**src/rtl/ff_conv_pkg.sv**
```systemverilog
// Shared types for the flip-flop conversion arbiter: operation modes and FSM states.
package ff_conv_pkg;

  // Conversion mode selected per requester; encoding matches the mode bus slices.
  typedef enum logic [1:0] {
    MODE_D  = 2'd0,
    MODE_T  = 2'd1,
    MODE_JK = 2'd2,
    MODE_SR = 2'd3
  } mode_e;

  // Sequencer states; one full operation visits each state once.
  typedef enum logic [1:0] {
    ST_IDLE  = 2'd0,
    ST_GRANT = 2'd1,
    ST_APPLY = 2'd2,
    ST_ACK   = 2'd3
  } state_e;

endpackage

```
**src/rtl/ff_conv_core.sv**
```systemverilog
// Combinational next-state for a WIDTH-bit register under D/T/JK/SR semantics.
// Operand a is D/T/J/S, operand b is K/R (ignored for D and T).
module ff_conv_core
  import ff_conv_pkg::*;
#(
  parameter int WIDTH = 8
) (
  input  mode_e             mode_i,
  input  logic [WIDTH-1:0]  a_i,
  input  logic [WIDTH-1:0]  b_i,
  input  logic [WIDTH-1:0]  q_i,
  output logic [WIDTH-1:0]  q_next_o,
  output logic              illegal_o
);

  logic [WIDTH-1:0] both_set;

  assign both_set = a_i & b_i;

  // Per-bit next-state equation; SR bits with S=R=1 keep their current value.
  always_comb begin
    q_next_o  = q_i;
    illegal_o = 1'b0;
    unique case (mode_i)
      MODE_D:  q_next_o = a_i;
      MODE_T:  q_next_o = q_i ^ a_i;
      MODE_JK: q_next_o = (a_i & ~q_i) | (~b_i & q_i);
      MODE_SR: begin
        q_next_o  = ((a_i | (~b_i & q_i)) & ~both_set) | (q_i & both_set);
        illegal_o = |both_set;
      end
      default: q_next_o = q_i;
    endcase
  end

endmodule

```
**src/rtl/ff_conv_arbiter.sv**
```systemverilog
// Round-robin sequencer sharing one WIDTH-bit state register among NREQ requesters.
// Each granted op walks IDLE -> GRANT -> APPLY -> ACK; operands are latched in GRANT
// so the winner may drop req early without losing its operation.
module ff_conv_arbiter
  import ff_conv_pkg::*;
#(
  parameter int NREQ  = 4,
  parameter int WIDTH = 8
) (
  input  logic                  clk,
  input  logic                  rst,
  input  logic [NREQ-1:0]       req,
  input  logic [2*NREQ-1:0]     mode,
  input  logic [WIDTH*NREQ-1:0] a,
  input  logic [WIDTH*NREQ-1:0] b,
  output logic [WIDTH-1:0]      q,
  output logic [WIDTH-1:0]      qb,
  output logic [NREQ-1:0]       gnt,
  output logic [NREQ-1:0]       ack,
  output logic                  busy,
  output logic                  err
);

  localparam int IDX_W = (NREQ > 1) ? $clog2(NREQ) : 1;

  // Per-requester views of the flat operand buses.
  logic [NREQ-1:0][1:0]       mode_arr;
  logic [NREQ-1:0][WIDTH-1:0] a_arr;
  logic [NREQ-1:0][WIDTH-1:0] b_arr;

  assign mode_arr = mode;
  assign a_arr    = a;
  assign b_arr    = b;

  state_e            state_q, state_d;
  logic [IDX_W-1:0]  win_q, win_d;
  logic [IDX_W-1:0]  rr_ptr_q, rr_ptr_d;
  logic [WIDTH-1:0]  q_q, q_d;
  logic              err_q, err_d;
  mode_e             op_mode_q;
  logic [WIDTH-1:0]  op_a_q, op_b_q;
  logic [WIDTH-1:0]  q_next;
  logic              illegal;
  logic [IDX_W-1:0]  pick;
  logic [NREQ-1:0]   win_oh;

  // First asserted request at or after the pointer, wrapping past NREQ-1.
  function automatic logic [IDX_W-1:0] rr_pick(input logic [NREQ-1:0]  r,
                                               input logic [IDX_W-1:0] p);
    logic [IDX_W-1:0] sel;
    logic [IDX_W:0]   sum;
    logic             hit;
    sel = '0;
    hit = 1'b0;
    for (int k = 0; k < NREQ; k++) begin
      sum = {1'b0, p} + (IDX_W+1)'(k);
      if (sum >= (IDX_W+1)'(NREQ)) sum = sum - (IDX_W+1)'(NREQ);
      if (!hit && r[sum[IDX_W-1:0]]) begin
        hit = 1'b1;
        sel = sum[IDX_W-1:0];
      end
    end
    return sel;
  endfunction

  assign pick = rr_pick(req, rr_ptr_q);

  ff_conv_core #(.WIDTH(WIDTH)) u_core (
    .mode_i    (op_mode_q),
    .a_i       (op_a_q),
    .b_i       (op_b_q),
    .q_i       (q_q),
    .q_next_o  (q_next),
    .illegal_o (illegal)
  );

  // Next-state logic for the sequencer, winner, pointer, register and error flag.
  always_comb begin
    state_d  = state_q;
    win_d    = win_q;
    rr_ptr_d = rr_ptr_q;
    q_d      = q_q;
    err_d    = err_q;
    unique case (state_q)
      ST_IDLE: begin
        if (|req) begin
          win_d   = pick;
          state_d = ST_GRANT;
        end
      end
      ST_GRANT: state_d = ST_APPLY;
      ST_APPLY: begin
        q_d     = q_next;
        err_d   = illegal;
        state_d = ST_ACK;
      end
      ST_ACK: begin
        // Moving past the winner keeps a re-asserting requester behind everyone else.
        rr_ptr_d = (win_q == IDX_W'(NREQ-1)) ? '0 : win_q + 1'b1;
        state_d  = ST_IDLE;
      end
      default: state_d = ST_IDLE;
    endcase
  end

  // Control and shared register state; reset discards any op in flight.
  always_ff @(posedge clk or negedge rst) begin
    if (!rst) begin
      state_q  <= ST_IDLE;
      win_q    <= '0;
      rr_ptr_q <= '0;
      q_q      <= '0;
      err_q    <= 1'b0;
    end else begin
      state_q  <= state_d;
      win_q    <= win_d;
      rr_ptr_q <= rr_ptr_d;
      q_q      <= q_d;
      err_q    <= err_d;
    end
  end

  // Capture the winner's operands at the end of GRANT so later req/operand changes are ignored.
  always_ff @(posedge clk or negedge rst) begin
    if (!rst) begin
      op_mode_q <= MODE_D;
      op_a_q    <= '0;
      op_b_q    <= '0;
    end else if (state_q == ST_GRANT) begin
      op_mode_q <= mode_e'(mode_arr[win_q]);
      op_a_q    <= a_arr[win_q];
      op_b_q    <= b_arr[win_q];
    end
  end

  assign win_oh = NREQ'(1) << win_q;
  assign busy   = (state_q != ST_IDLE);
  assign gnt    = busy ? win_oh : '0;
  assign ack    = (state_q == ST_ACK) ? win_oh : '0;
  assign err    = (state_q == ST_ACK) && err_q;
  assign q      = q_q;
  assign qb     = ~q_q;

endmodule

```
**config.mk**
```make
export PLATFORM = sky130hd
export DESIGN_NAME = ff_conv_arbiter
export DESIGN_NICKNAME = d
export VERILOG_FILES = /design/src/rtl/ff_conv_pkg.sv /design/src/rtl/ff_conv_core.sv /design/src/rtl/ff_conv_arbiter.sv
export SDC_FILE = /design/constraint.sdc
export NUM_CORES = 1
export LEC_CHECK = 0
export BUFFER_PORTS_ARGS = -buffer_cell sky130_fd_sc_hd__buf_2
export CAP_MARGIN = 20
export CORE_ASPECT_RATIO = 1.25
export CORE_UTILIZATION = 40
export DETAILED_ROUTE_END_ITERATION = 10
export PLACE_DENSITY = 0.76
export SYNTH_ARGS = -nofsm -noshare
export SYNTH_HDL_FRONTEND = slang
export SYNTH_HIERARCHICAL = 1
export SYNTH_SLANG_ARGS = --single-unit
```
**constraint.sdc**
```tcl
create_clock -name clk -period 1.7 [get_ports clk]
set_input_delay 0.17 -clock clk [delete_from_list [all_inputs] [get_ports clk]]
set_output_delay 0.17 -clock clk [all_outputs]
set_load 0.1 [all_outputs]
```
==> results of run 1 <==
## cell type report
type / instances / share of cell area
clock inverter: 1 / 0.00147
tap: 66 / 0.0242
clock buffer: 7 / 0.0283
sequential: 33 / 0.246
multi-input combinational: 154 / 0.425
inverter: 15 / 0.0253
timing repair buffer: 125 / 0.249
## worst max path at each step
stage	from	cells after the start	end	slack [ns]
floorplan	state_q[0]$_DFFE_PN0P_	4	gnt[1]	-0.20
global placement	win_q[0]$_DFFE_PN0P_	3	op_mode_q[0]$_DFFE_PN0N_	0.16
detailed placement	win_q[0]$_DFFE_PN0P_	3	op_b_q[0]$_DFFE_PN0N_	0.10
CTS	win_q[1]$_DFFE_PN0P_	4	ack[2]	0.002
global route	win_q[0]$_DFFE_PN0P_	5	ack[2]	0.0007
finish	win_q[1]$_DFFE_PN0P_	4	ack[2]	0.06
## sequential cells by signal, summed over array words and instances (netlist names)
signal,count
state_q,2
op_mode_q,2
win_q,2
rr_ptr_q,2
q,8
op_b_q,8
err_q,1
op_a_q,8
## cells in the final DEF, fill, tap and decap left out, drive strengths merged, types with 4 or more instances in the layout
cell	synthesis	routed
a22oi	4	4
a32oi	8	8
and2	5	5
buf	10	123
clkbuf	4	8
clkinvlp	0	8
dfrtp	33	33
ha	8	8
inv	15	7
mux2	22	22
mux4	18	18
nand2	29	29
nand3	16	16
nand3b	8	8
nor2b	5	5
o21ai	17	17
## cell families (layout without fill, tap and decap cells)
| kind of cell | after synthesis | in the layout | synth area share |
|---|---|---|---|
| multiplexers | 41 | 41 | 0.296 |
| adder cells (fa/ha/maj) | 8 | 8 | 0.0416 |
| buffers and inverters | 29 | 148 | 0.0703 |
| flip-flops | 33 | 33 | 0.344 |
| AO/OA/AOI/OAI | 37 | 37 | 0.102 |
| AND/OR/NAND/NOR | 68 | 68 | 0.147 |
## layer usage
layer  global-route usage  wire length, µm  vias up
li1                     -                -     1041
met1                0.225             2530     1071
met2                0.373             3420       80
met3               0.0490              321       13
met4               0.0818              135        0
met5                    0                0        -
## repair_timing
item                                    4_1_cts  5_1_grt
hold buffers                                  1        0
hold endpoints to repair                     33        0
gates resized for setup                       4        3
pin swaps                                     0        1
gates cloned                                  0        0
setup buffers                                 1       10
endpoints found under the setup margin        8        8
## worst register-to-register path: stages, from the launching register on
cell and delay, ns:
dfrtp_2 0.39, buf_4 0.14, buf_4 0.17, mux4_2 0.52
mux2_4 0.27
## per-stage QoR
step / cell area [µm²] / TNS (ns) / hold slack, ns / util / worst slack [ns]
after floorplan: 2470 / -0.244 / -0.126 / - / -0.202
after global placement: 3190 / 0 / 0.277 / 0.553 / 0.162
after detailed placement: 3190 / 0 / 0.284 / 0.553 / 0.103
after CTS: 3330 / 0 / 0.231 / 0.576 / 0.00234
after global routing: 3410 / 0 / 0.269 / 0.590 / 0.000731
final: 3410 / 0 / 0.252 / 0.590 / 0.0561
==> reports/summary.txt, run 1 <==
status: complete, but fails checks
failing checks: design-rule violations
number of H-tree levels: 2
critical path peak fanout: 8
Worst R2R End: op_b_q[0]$_DFFE_PN0N_
post-route DRC violation count: 1
die area: 0.00632 mm²
reg-to-reg slack, setup: 0.11 ns
FP Rows: 31
ys async rst share: 1.00
Post-Syn Nets: 302
TritonCTS Buffers: 5
Layout fillers: 455
count of flip-flops with a built-in enable after synthesis: 0
top cells by count, synth: 33 x dfrtp_1, 29 x nand2_1, 17 x mux4_2, 14 x inv_1, 13 x nand3_1
Period Utilization, post-route: 0.967
min cycle time layout: 1.64 ns
Pre-antenna DRT Iters: 8
WS Path Type: reg -> out
Slew Limit Fails: 0
starting density of the core: 0.416
max frequency: 0.608 GHz
Root Driver: clkbuf_8
initial antenna violation count: 0
CP Buf/Inv Count: 2
ranking of synthesized cells by area: dfrtp_1 34%, mux4_2 16%, mux2_4 7.5%
total track usage: 0.203
most numerous cell in the Yosys netlist: dfrtp_1
most area-hungry cell type in the Yosys netlist: dfrtp_1
Crit path largest cell delay: 0.47 ns
CTS tree: built
synthesized cell area: 0.00240 mm²
Multi-input gate area: 0.00145 mm²
worst hold start: req[1]
min-delay worst type: in -> reg
WP data arrival: 1.47 ns
Hold EP: win_q[0]$_DFFE_PN0P_
GPL Wtd Cong: 0.765
Max-Cap Viols: 0
Register Area: 840 µm²
routed via count: 2205
Gate Count Post-Synth: 216
antenna viol nets, final: 0
PortBufs: 103
Required @ worst endpoint: 1.53 ns
Hold Crit Depth: 3
most used flip-flop cell after synthesis: dfrtp_1
Clock Path Buffers: 2
Final Instance Count excl. Fillers: 401
Final Hold Viols: 0
sequential share of the synthesized area: 0.344
Detail Placement HPWL: 4810 µm
crit start category: register
first-pass GRT wire length: 9780 µm
Max Clock Skew: 0.00586 ns
nets@finish: 420
worst skew pair latency: 0.29 ns
vias per cell: 5.50
# setup viols final: 0
Yosys reg bits: 33
critical path endpoint category: output port
CTS Sinks: 33
crit-path leading delay family: flip-flops
worst path cell trace: buf_6 > ha_1 > and2_2 > buf_12
unrepaired setup endpoints after global routing: no
Worst R2R Path Depth: 4
Wirelength per Cell: 16.0 µm
CORE AREA: 0.00578 mm²
GRT overflow: 0
synthesis-to-layout area growth: 41.9%
largest net degree at the start of global routing: 34
number of global-route vias before repair: 2057
FF-to-FF Start: win_q[0]$_DFFE_PN0P_
share of layout cells above drive strength 1: 0.603
Netlist cell types: 33
CTS clk-pin slew, worst paths: 0.07 ns
cell total after placement: 381
die width: 71.3 µm
mean post-synth cell area: 11.1 µm²
final wirelength: 6410 µm
initial drt markers: 63
headroom to the max-slew limit: 0.497
CP max-delay cell: dfrtp_2
worst-margin pin slew: 0.755 ns
I/O pin cnt: 104
Inserted Diodes: 0
Synth Warn #: 6
area share of the largest cell type after synthesis: 0.344
Die Span Y: 88.7 µm
Power of run 1 is left out: the tool's default activity adds up to more than one toggle a clock period on the data nets, which glitch-free logic cannot reach.
==> inputs of run 2 (changes only) <==
--- a/config.mk
+++ b/config.mk
@@ -5,12 +5,13 @@
 export SDC_FILE = /design/constraint.sdc
 export NUM_CORES = 1
 export LEC_CHECK = 0
+export ABC_AREA = 1
 export BUFFER_PORTS_ARGS = -buffer_cell sky130_fd_sc_hd__buf_2
 export CAP_MARGIN = 20
 export CORE_ASPECT_RATIO = 1.25
 export CORE_UTILIZATION = 40
 export DETAILED_ROUTE_END_ITERATION = 10
-export PLACE_DENSITY = 0.76
+export PLACE_DENSITY = 0.75
 export SYNTH_ARGS = -nofsm -noshare
 export SYNTH_HDL_FRONTEND = slang
 export SYNTH_HIERARCHICAL = 1
==> reports/summary.txt, run 2 <==
GRT overflow: 0 (unchanged)
min-delay worst type: in -> reg
WS Path Type: reg -> out
Pre-antenna DRT Iters: 4 (-4)
worst hold margin: 0.155 ns (-0.0967 ns)
Period Utilization, post-route: 0.960 (-0.00661)
count of flip-flops with a built-in enable after synthesis: 0 (unchanged)
Register Area: 847 µm² (+0.89%)
CORE AREA: 0.00633 mm² (+9.5%)
commonest non-fill, non-tap cell in the layout: nand2_1
starting density of the core: 0.422 (+0.00618)
Hold Crit Depth: 3 (unchanged)
critical path endpoint category: output port
number of H-tree levels: 2 (unchanged)
PortBufs: 103 (unchanged)
reg-to-reg slack, setup: 0.25 ns (+0.14 ns)
area share of the largest cell type after synthesis: 0.309 (-0.0343)
Synth Warn #: 6 (unchanged)
worst path cell trace: inv_2 > ha_4 > clkinvlp_4 > buf_4
most frequent cells in the layout: 118 x nand2_1, 98 x nor2_1, 93 x buf_2, 31 x inv_1, 27 x o21ai_0
largest net degree at the start of global routing: 34 (unchanged)
Required @ worst endpoint: 1.53 ns (about the same)
initial drt markers: 178 (+180%)
initial antenna violation count: 0 (unchanged)
Yosys reg bits: 33 (unchanged)
vias per cell: 4.97 (-9.7%)
Inserted Diodes: 0 (unchanged)
die width: 75.1 µm (+5.2%)
sequential share of the synthesized area: 0.309 (-0.0343)
CTS tree: built
CP max-delay cell: dfrtp_1
Netlist cell types: 25 (-24%)
mean post-synth cell area: 6.01 µm² (-46%)
ranking of synthesized cells by area: dfrtp_1 31%, nand2_1 17%, nor2_1 14%
post-route DRC violation count: 0 (-1)
Gate Count Post-Synth: 444 (+110%)
Detail Placement HPWL: 5870 µm (+22%)
FP Rows: 32 (+3.2%)
number of global-route vias before repair: 2882 (+40%)
critical path peak fanout: 7 (-1)
final wirelength: 7680 µm (+20%)
Die Span Y: 93.3 µm (+5.3%)
nets@finish: 632 (+50%)
Clock Path Buffers: 2 (unchanged)
Final Hold Viols: 0 (unchanged)
WP data arrival: 1.46 ns (about the same)
min cycle time layout: 1.63 ns (-0.0112 ns)
most area-hungry cell type in the Yosys netlist: dfrtp_1
top cells by count, synth: 120 x nand2_1, 103 x nor2_1, 45 x inv_1, 33 x dfrtp_1, 27 x o21ai_0
worst skew pair latency: 0.29 ns (about the same)
headroom to the max-slew limit: 0.675 (+0.179)
most numerous cell in the Yosys netlist: nand2_1
Wirelength per Cell: 12.1 µm (-24%)
TritonCTS Buffers: 5 (unchanged)
share of layout cells above drive strength 1: 0.307 (-0.296)
Crit path largest cell delay: 0.41 ns (-0.06 ns)
CTS Sinks: 33 (unchanged)
Root Driver: clkbuf_8
GPL Wtd Cong: 0.850 (+11%)
Max-Cap Viols: 0 (unchanged)
Layout fillers: 636 (+40%)
status: completed
most used flip-flop cell after synthesis: dfrtp_1
antenna viol nets, final: 0 (unchanged)
ys async rst share: 1.00 (unchanged)
Post-Syn Nets: 530 (+75%)
# setup viols final: 0 (unchanged)
worst-margin pin slew: 0.490 ns (-0.265 ns)
first-pass GRT wire length: 12600 µm (+29%)
die area: 0.00701 mm² (+11%)
synthesized cell area: 0.00267 mm² (+11%)
Slew Limit Fails: 0 (unchanged)
max frequency: 0.612 GHz (+0.69%)
Max Clock Skew: 0.0111 ns (+0.00523 ns)
crit start category: register
Worst R2R Path Depth: 10 (+6)
synthesis-to-layout area growth: 37.2%
Multi-input gate area: 0.00162 mm² (+12%)
I/O pin cnt: 104 (unchanged)
CTS clk-pin slew, worst paths: 0.08 ns (about the same)
total track usage: 0.233 (+0.0297)
routed via count: 3139 (+42%)
run 2: per-stage QoR:
stage                util  setup WS [ns]  setup TNS, ns  area [µm²]  std cells
floorplan               -        0.00312              0        2780        444
global placement    0.554          0.247              0        3510        623
detailed placement  0.554          0.165              0        3510        623
CTS                 0.575        0.00329              0        3640        632
global route        0.579       -0.00533       -0.00533        3660        632
finish              0.579         0.0673              0        3660        632
run 2: layout make-up:
cell class	count	share of cell area
clock buffers	7	0.0236
clock inverters	1	0.00820
inverters	50	0.0646
multi-input cells	342	0.443
flip-flops and latches	33	0.231
well taps	85	0.0290
repair buffers	114	0.200
run 2: metal layers:
metal  vias to the layer above  global-route usage  part of all wire
met1                      1429               0.278              0.41
met4                         0              0.0786             0.010
li1                       1603                   -                 -
met5                         -                   0                 0
met2                       101               0.417              0.53
met3                         6              0.0302             0.059
run 2: final timing paths:
path,start,end
max in group asynchronous,rst,q[7]$_DFFE_PN0P_
worst min register to register,err_q$_DFFE_PN0P_,err_q$_DFFE_PN0P_
min in group asynchronous,rst,op_a_q[4]$_DFFE_PN0N_
worst max register to register,rr_ptr_q[0]$_DFFE_PN0P_,win_q[0]$_DFFE_PN0P_
worst min-delay path,b[14],op_b_q[6]$_DFFE_PN0N_
worst max-delay path,state_q[1]$_DFFE_PN0P_,busy
run 2: repair_timing:
| item | CTS | global route |
|---|---|---|
| hold endpoints to repair | 33 | 0 |
| gates resized for setup | 1 | 11 |
| hold buffers | 1 | 0 |
| endpoints found under the setup margin | 1 | 10 |
| setup buffers | 0 | 0 |
run 2: logic make-up (layout without fill, tap and decap cells):
logic type,after synthesis,after routing,share of synthesized area
AOI/OAI and AO/OA,76,76,0.159
adders and majority gates,8,8,0.0375
buffers and inverters,69,172,0.104
DFF,33,33,0.309
muxes,1,1,0.00422
and+or+nand+nor,257,257,0.385
run 2: critical path, delay by kind of cell, from the launching register on:
| kind | cells | cell delay, ns |
|---|---|---|
| fa+ha+maj | 1 | 0.25 |
| buf+inv | 3 | 0.50 |
| flops | 1 | 0.41 |
Power of run 2 is left out for the same reason.
==> inputs of run 3 (changes only) <==
--- a/config.mk
+++ b/config.mk
@@ -9,9 +9,10 @@
 export BUFFER_PORTS_ARGS = -buffer_cell sky130_fd_sc_hd__buf_2
 export CAP_MARGIN = 20
 export CORE_ASPECT_RATIO = 1.25
-export CORE_UTILIZATION = 40
+export CORE_UTILIZATION = 50
 export DETAILED_ROUTE_END_ITERATION = 10
-export PLACE_DENSITY = 0.75
+export PLACE_DENSITY = 0.89
+export RECOVER_POWER = 100
 export SYNTH_ARGS = -nofsm -noshare
 export SYNTH_HDL_FRONTEND = slang
 export SYNTH_HIERARCHICAL = 1
==> reports/summary.txt, run 3 (synthesis results as in run 2) <==
status: completed
Die Span Y: 83.7 µm (-10%)
max frequency: 0.607 GHz (-0.85%)
initial antenna violation count: 0 (unchanged)
Wirelength per Cell: 13.1 µm (+7.7%)
cell total after placement: 598 (-4.0%)
Worst R2R Path Depth: 10 (unchanged)
final wirelength: 7940 µm (+3.4%)
CORE AREA: 0.00512 mm² (-19%)
largest net degree at the start of global routing: 37 (+8.8%)
post-route DRC violation count: 0 (unchanged)
worst path cell trace: inv_2 > ha_1 > nand2_1 > clkinvlp_4 > buf_12
synthesis-to-layout area growth: 34.6%
Crit path depth: 5 (+1)
CTS clk-pin slew, worst paths: 0.07 ns (about the same)
worst-margin pin slew: 0.846 ns (+0.356 ns)
vias per cell: 5.43 (+9.2%)
headroom to the max-slew limit: 0.436 (-0.240)
CP max-delay cell: dfrtp_1
share of layout cells above drive strength 1: 0.295 (-0.0117)
Layout fillers: 445 (-30%)
antenna viol nets, final: 0 (unchanged)
Required @ worst endpoint: 1.53 ns (about the same)
Detail Placement HPWL: 6060 µm (+3.3%)
first-pass GRT wire length: 13000 µm (+3.6%)
critical path peak fanout: 6 (-1)
Final Instance Count excl. Fillers: 607 (-4.0%)
DP Worst Slack: 0.162 ns (-0.00302 ns)
Inserted Diodes: 0 (unchanged)
routed via count: 3293 (+4.9%)
min cycle time layout: 1.65 ns (+0.0140 ns)
PortBufs: 103 (unchanged)
Pre-antenna DRT Iters: 5 (+1)
starting density of the core: 0.522 (+0.0998)
initial drt markers: 228 (+28%)
critical path endpoint category: output port
total track usage: 0.297 (+0.0645)
nets@finish: 630 (-0.32%)
I/O pin cnt: 104 (unchanged)
final worst slack: 0.0533 ns (-0.0140 ns)
Slew Limit Fails: 0 (unchanged)
Hold Crit Depth: 3 (unchanged)
number of H-tree levels: 2 (unchanged)
GPL Wtd Cong: 0.927 (+9.1%)
CP Buf/Inv Count: 3 (unchanged)
Max-Cap Viols: 0 (unchanged)
worst skew pair latency: 0.29 ns (about the same)
commonest non-fill, non-tap cell in the layout: nand2_1
GRT overflow: 0 (unchanged)
die area: 0.00564 mm² (-20%)
crit-path leading delay family: flip-flops
min-delay worst type: in -> reg
Crit path largest cell delay: 0.47 ns (+0.06 ns)
Final Hold Viols: 0 (unchanged)
Sum Neg Setup Slack: 0 ns (unchanged)
die width: 67.4 µm (-10%)
WS Path Type: reg -> out
CTS Sinks: 33 (unchanged)
crit start category: register
most frequent cells in the layout: 120 x nand2_1, 99 x nor2_1, 76 x buf_2, 35 x o21ai_0, 32 x inv_1
Root Driver: clkbuf_8
post-layout util: 0.702 (+0.123)
Max Clock Skew: 0.00446 ns (-0.00663 ns)
# setup viols final: 0 (unchanged)
FP Rows: 29 (-9.4%)
CTS tree: built
TritonCTS Buffers: 5 (unchanged)
number of global-route vias before repair: 3036 (+5.3%)
Clock Path Buffers: 2 (unchanged)
WP data arrival: 1.48 ns (+0.02 ns)
Period Utilization, post-route: 0.969 (+0.00822)
Post-CTS Setup Inserts: 0 (unchanged)
==> run 3: metal layers <==
layer	routed length (µm)	global-route usage
met2	4000	0.511
met4	201	0.104
met1	3240	0.351
met3	497	0.0656
met5	0	0
==> run 3: cell type report <==
cell class,count,area (µm²),share of cell area
Timing Repair Buffer,112,709,0.197
Clock inverter,1,30.0,0.00836
Inverter,50,231,0.0644
Multi-Input combinational cell,342,1610,0.448
Sequential cell,33,848,0.236
Tap cell,62,77.6,0.0216
Clock buffer,7,86.3,0.0240
==> run 3: worst paths after layout <==
| path | slack (ns) | end | startpoint |
|---|---|---|---|
| worst max-delay path | 0.05 | ack[0] | win_q[0]$_DFFE_PN0P_ |
| worst min-delay path | 0.17 | op_a_q[6]$_DFFE_PN0N_ | a[14] |
| worst max register to register | 0.13 | win_q[0]$_DFFE_PN0P_ | rr_ptr_q[0]$_DFFE_PN0P_ |
| worst min register to register | 0.55 | err_q$_DFFE_PN0P_ | err_q$_DFFE_PN0P_ |
| max in group asynchronous | 0.57 | q[7]$_DFFE_PN0P_ | rst |
| min in group asynchronous | 0.51 | op_a_q[2]$_DFFE_PN0N_ | rst |
==> run 3: timing repair <==
action	CTS	global route
gates resized for setup	1	6
pin swaps	0	0
endpoints found under the hold margin	33	0
hold buffers	1	0
endpoints found under the setup margin	1	9
cloned	0	0
==> run 3: stage by stage <==
stage                     cell area [µm²]  hold WS (ns)
after detailed placement             3480         0.284
final                                3590         0.173
after global placement               3480         0.275
after floorplan                      2780        -0.126
after global routing                 3590         0.183
after CTS                            3600         0.174
==> run 3: tightest hold or removal path: cells and delay by family <==
family	cells	cell delay, ns
AOI/OAI and AO/OA	2	0.18
buffers and inverters	1	0.08
Power of run 3 is left out for the same reason.
